--- src/rtl/ms_latch_buf.sv ---
`default_nettype none
// ============================================================================
//  Module   : ms_latch_buf
//  Function : Gated capture register bank feeding a DEPTH-entry FIFO with
//             valid/pop handshake, hold/freeze, occupancy and sticky overflow.
//  Revision : 1.0  initial parametrised release
// ============================================================================
module ms_latch_buf #(
   parameter int WIDTH = 10,
   parameter int DEPTH = 4,
   localparam int CW   = $clog2(DEPTH + 1)
) (
   input  logic             clk,
   input  logic             reset,
   input  logic             g,
   input  logic [WIDTH-1:0] d_in,
   input  logic             hold,
   input  logic             pop,
   input  logic             ovf_clr,
   output logic [WIDTH-1:0] d_out,
   output logic             out_valid,
   output logic             full,
   output logic [CW-1:0]    count,
   output logic             ovf
);

   localparam int AW = $clog2(DEPTH);
   localparam logic [AW-1:0] C_LAST_PTR = AW'(DEPTH - 1);
   localparam logic [CW-1:0] C_DEPTH    = CW'(DEPTH);

   logic [WIDTH-1:0] mem_q [DEPTH];
   logic [WIDTH-1:0] mem_d [DEPTH];
   logic [AW-1:0]    wr_ptr_q, wr_ptr_d;
   logic [AW-1:0]    rd_ptr_q, rd_ptr_d;
   logic [CW-1:0]    count_q, count_d;
   logic             ovf_q, ovf_d;

   logic w_pop_eff;
   logic w_push;
   logic w_drop;

   // Status is derived from the registered count so it never glitches with inputs.
   assign out_valid = (count_q != '0);
   assign full      = (count_q == C_DEPTH);
   assign count     = count_q;
   assign ovf       = ovf_q;
   assign d_out     = mem_q[rd_ptr_q];

   always_comb begin
      w_pop_eff = pop & ~hold & out_valid;
      // A pop on the same edge frees the head slot, so a full buffer still accepts.
      w_push    = g & ~hold & (~full | w_pop_eff);
      w_drop    = g & ~hold & full & ~w_pop_eff;
   end

   always_comb begin
      mem_d = mem_q;
      if (w_push) begin
         mem_d[wr_ptr_q] = d_in;
      end
   end

   always_comb begin
      wr_ptr_d = wr_ptr_q;
      if (w_push) begin
         wr_ptr_d = (wr_ptr_q == C_LAST_PTR) ? '0 : wr_ptr_q + AW'(1);
      end
   end

   always_comb begin
      rd_ptr_d = rd_ptr_q;
      if (w_pop_eff) begin
         rd_ptr_d = (rd_ptr_q == C_LAST_PTR) ? '0 : rd_ptr_q + AW'(1);
      end
   end

   always_comb begin
      count_d = count_q;
      unique case ({w_push, w_pop_eff})
         2'b10:   count_d = count_q + CW'(1);
         2'b01:   count_d = count_q - CW'(1);
         default: count_d = count_q;
      endcase
   end

   // Set has priority over clear; clear is honoured even while frozen.
   always_comb begin
      ovf_d = w_drop | (ovf_q & ~ovf_clr);
   end

   always_ff @(posedge clk or posedge reset) begin
      if (reset) begin
         mem_q    <= '{default: '0};
         wr_ptr_q <= '0;
         rd_ptr_q <= '0;
         count_q  <= '0;
         ovf_q    <= 1'b0;
      end else begin
         mem_q    <= mem_d;
         wr_ptr_q <= wr_ptr_d;
         rd_ptr_q <= rd_ptr_d;
         count_q  <= count_d;
         ovf_q    <= ovf_d;
      end
   end

endmodule
`default_nettype wire

--- config.mk ---
export PLATFORM = sky130hd
export DESIGN_NAME = ms_latch_buf
export DESIGN_NICKNAME = d
export VERILOG_FILES = /design/src/rtl/ms_latch_buf.sv
export SDC_FILE = /design/constraint.sdc
export NUM_CORES = 1
export LEC_CHECK = 0
export CAP_MARGIN = 20
export CORE_MARGIN = 1.5
export CORE_UTILIZATION = 49
export DETAILED_ROUTE_END_ITERATION = 8
export PLACE_DENSITY = 0.75
export SYNTH_ARGS = -nofsm -noshare
export SYNTH_HDL_FRONTEND = slang
export SYNTH_SLANG_ARGS = --single-unit
--- constraint.sdc ---
create_clock -name clk -period 1.8 [get_ports clk]
set_input_delay 0.45 -clock clk [delete_from_list [all_inputs] [get_ports clk]]
set_output_delay 0.45 -clock clk [all_outputs]
set_load 0.005 [all_outputs]
==> impl_results.md <==
* Status: complete, but fails checks
* Failing checks: setup timing
* # setup viols final at 10
* Grt total ovfl at 0
* Slew Limit Headroom at 79.50%
* Core area at 4755 um2
* Via count at 1,452
* Vias in the first global route at 1,537
* Worst Path Required at 1.35 ns
* Synth Warn # at 0
* Routability Congestion at 0.8670
* Hold bufs inserted after CTS at 0
* Crit path launch type: flop
* Arrival time at the worst endpoint at 1.55 ns
* TritonCTS buffer count at 5
* Most frequent cells in the layout: dfrtp_1, mux2_4, buf_4
* Share of post-route cells with drive strength above 1 at 51.44%
* Family with the most delay on the worst path: multiplexers
* Main synth FF type: dfrtp_1
* Crit Path Class: reg -> out
* Hold slack at 0.5055 ns
* Pre-Repair DR Iteration Count at 4
* Endpoint class of the critical path: output pin
* I/O Buffers at 31
* H-tree levels at 2
* Seq/Total Area, Yosys at 49.43%
* Clock Pin Slew Worst Setup and Hold Paths at 0.09 ns
* Residual DRC at 0
* Starting density of the core at 51.11%
* Die area at 5391 um2
* Final hold violations at 0
* Final #Nets at 230
* Setup Skew at 0.007098 ns
* Die Width at 73.42 um
* Cell Chain, Critical Path: buf_4 > buf_6 > mux4_2 > buf_2
* Worst Path Max Fanout at 5
* Cell Pwr Density at 1765 nW/um2
* Yosys top cell area share at 49.43%
* RSZ-0062 raised after global routing: true
* Commonest non-fill, non-tap cell in the layout: dfrtp_1
* Deepest clock path buffer count at 2
* Routed len/inst at 17.93 um
* Die Y at 73.42 um
* Worst Slack Setup Final at -0.1972 ns
* Initial antenna violation count at 0
* Final ANT Viol Nets at 0
* Via-to-Cell Ratio at 5.280
* Synth unique cells at 26
* Synth Register Bits at 48
* Period Utilization, post-route at 111.0%
* Post-Route WL at 4931 um
* Worst vdd ir at 0.6905 mV
* Synthesized cell area at 2430 um2
* Leakage at 1.481 nW
* Worst path max stage delay at 0.50 ns
* Area growth from synthesis to layout at 28.78%
* Post-Synthesis Cells at 149
* Worst-Margin Slew at 0.3063 ns
* HP Class: in -> async
* Max Cap Viol at 0
* Mean Syn Cell Area at 16.31 um2
* Tot GR Track Use at 20.55%
* Largest net degree at the start of global routing at 49
* Ranking of synthesized cells by area: dfrtp_1, mux2_4, mux4_2
* Dpl hpwl at 3133 um
* Max Freq at 0.5007 GHz
* Max Slew Vio Count at 0
* Leading area contributor after synthesis: dfrtp_1
* Post-layout min period at 1.997 ns
* ANT cells at 0
* FP Rows at 25
* Clk sink count at 48
* Ys async rst share at 100.0%
* Placement Setup Slack at -0.3976 ns
* First-pass GRT wire length at 8086 um
* Mapped Nets at 171
* Root Buffer: clkbuf_8
* WP buf/inv at 3
* Number of top-level pins at 32
* Clk_lat worst skew at 0.30 ns
* EDFF count, synth at 0
* CTS tree: yes
* Worst path slowest cell: mux4_2
* Drt initial violations at 139
[worst paths after layout]
check / start / end / slack (ns) / cells after the start
worst max-delay path: rd_ptr_q[0]$_DFFE_PP0P_ / d_out[3] / -0.20 / 4
worst min-delay path: reset / mem_q[34]$_DFFE_PP0P_ / 0.51 / 3
worst max register to register: count[0]$_DFFE_PP0P_ / count[2]$_DFFE_PP0P_ / 0.08 / 7
worst min register to register: ovf$_DFF_PP0_ / ovf$_DFF_PP0_ / 0.51 / 1
max in group asynchronous: reset / count[0]$_DFFE_PP0P_ / 1.07 / 3
min in group clk: ovf$_DFF_PP0_ / ovf$_DFF_PP0_ / 0.51 / 1
[flip-flops by register name, indices dropped and copies added, names as in the netlist]
register and flops:
wr_ptr_q 2, rd_ptr_q 2, ovf 1, mem_q 40, count 3
[worst register-to-register path, stage by stage, from the launching register on]
cell      delay [ns]
dfrtp_2         0.43
or3_1           0.36
and3b_1         0.19
nand2b_1        0.09
fa_2            0.20
nor2b_4         0.13
mux2i_1         0.08
xnor2_1         0.13
[power breakdown]
group,internal (W),switching (W)
combinational,0.00179,0.000886
clock,0.000547,0.000348
sequential,0.00162,0.000335
[layout make-up]
class | count | area [um2]
Inverter | 6 | 22.52
Tap cell | 67 | 83.83
Multi-Input combinational cell | 93 | 1205
Sequential cell | 48 | 1202
Fill cell | 356 | 1625
Timing Repair Buffer | 54 | 486.7
Clock buffer | 5 | 68.82
Clock inverter | 2 | 60.06
[synthesized netlist by cell type (2+ instances only)]
cell / count
nand2b_1: 2
mux2_4: 40
nand2_1: 3
xnor2_1: 2
mux2_2: 2
o21ai_0: 2
ha_1: 5
nor2_1: 5
and2_4: 4
or3_1: 2
buf_6: 4
mux4_2: 10
mux2i_1: 3
dfrtp_1: 48
inv_1: 6
[logic make-up (layout without fill, tap and decap cells)]
logic type	count (synthesis)	count (layout)	synth area share, %
AOI/OAI and AO/OA	3	3	0.7725
adders and majority gates	6	6	3.399
xor gates and xnor gates	3	3	1.082
buffers and inverters	12	67	3.141
DFF	48	48	49.43
muxes	55	55	36.15
and+or+nand+nor	22	26	6.025
[metrics by stage]
| stage | util, % | cells | cell area [um2] | setup TNS [ns] | total power, W |
|---|---|---|---|---|---|
| after CTS | 64.97 | 274 | 3089 | -1.900 | 0.005504 |
| after global placement | 60.76 | 255 | 2889 | -13.59 | 0.004448 |
| after detailed placement | 60.76 | 255 | 2889 | -14.69 | 0.004561 |
| after global routing | 65.82 | 275 | 3129 | -2.394 | 0.005840 |
| after floorplan | - | 149 | 2431 | 0 | 0.003501 |
| final | 65.82 | 275 | 3129 | -1.792 | 0.005522 |
[what timing repair did]
item                       4_1_cts  5_1_grt
setup buffers                    8        1
pin swaps                        5        1
gates resized for setup         55       10
setup endpoints to repair       36       55
cloned                           4        0
[layer usage]
metal  up-vias  share of wire, %  routed length [um]  global-route usage [%]
met5         -                 0                   0                       0
met4         0               1.3                  65                   6.790
met3         7               3.5                 172                   3.155
met2        30                51                2503                   33.64
met1       766                44                2191                   28.16
li1        649                 -                   -                       -
Power figures use the tool's default switching activity.
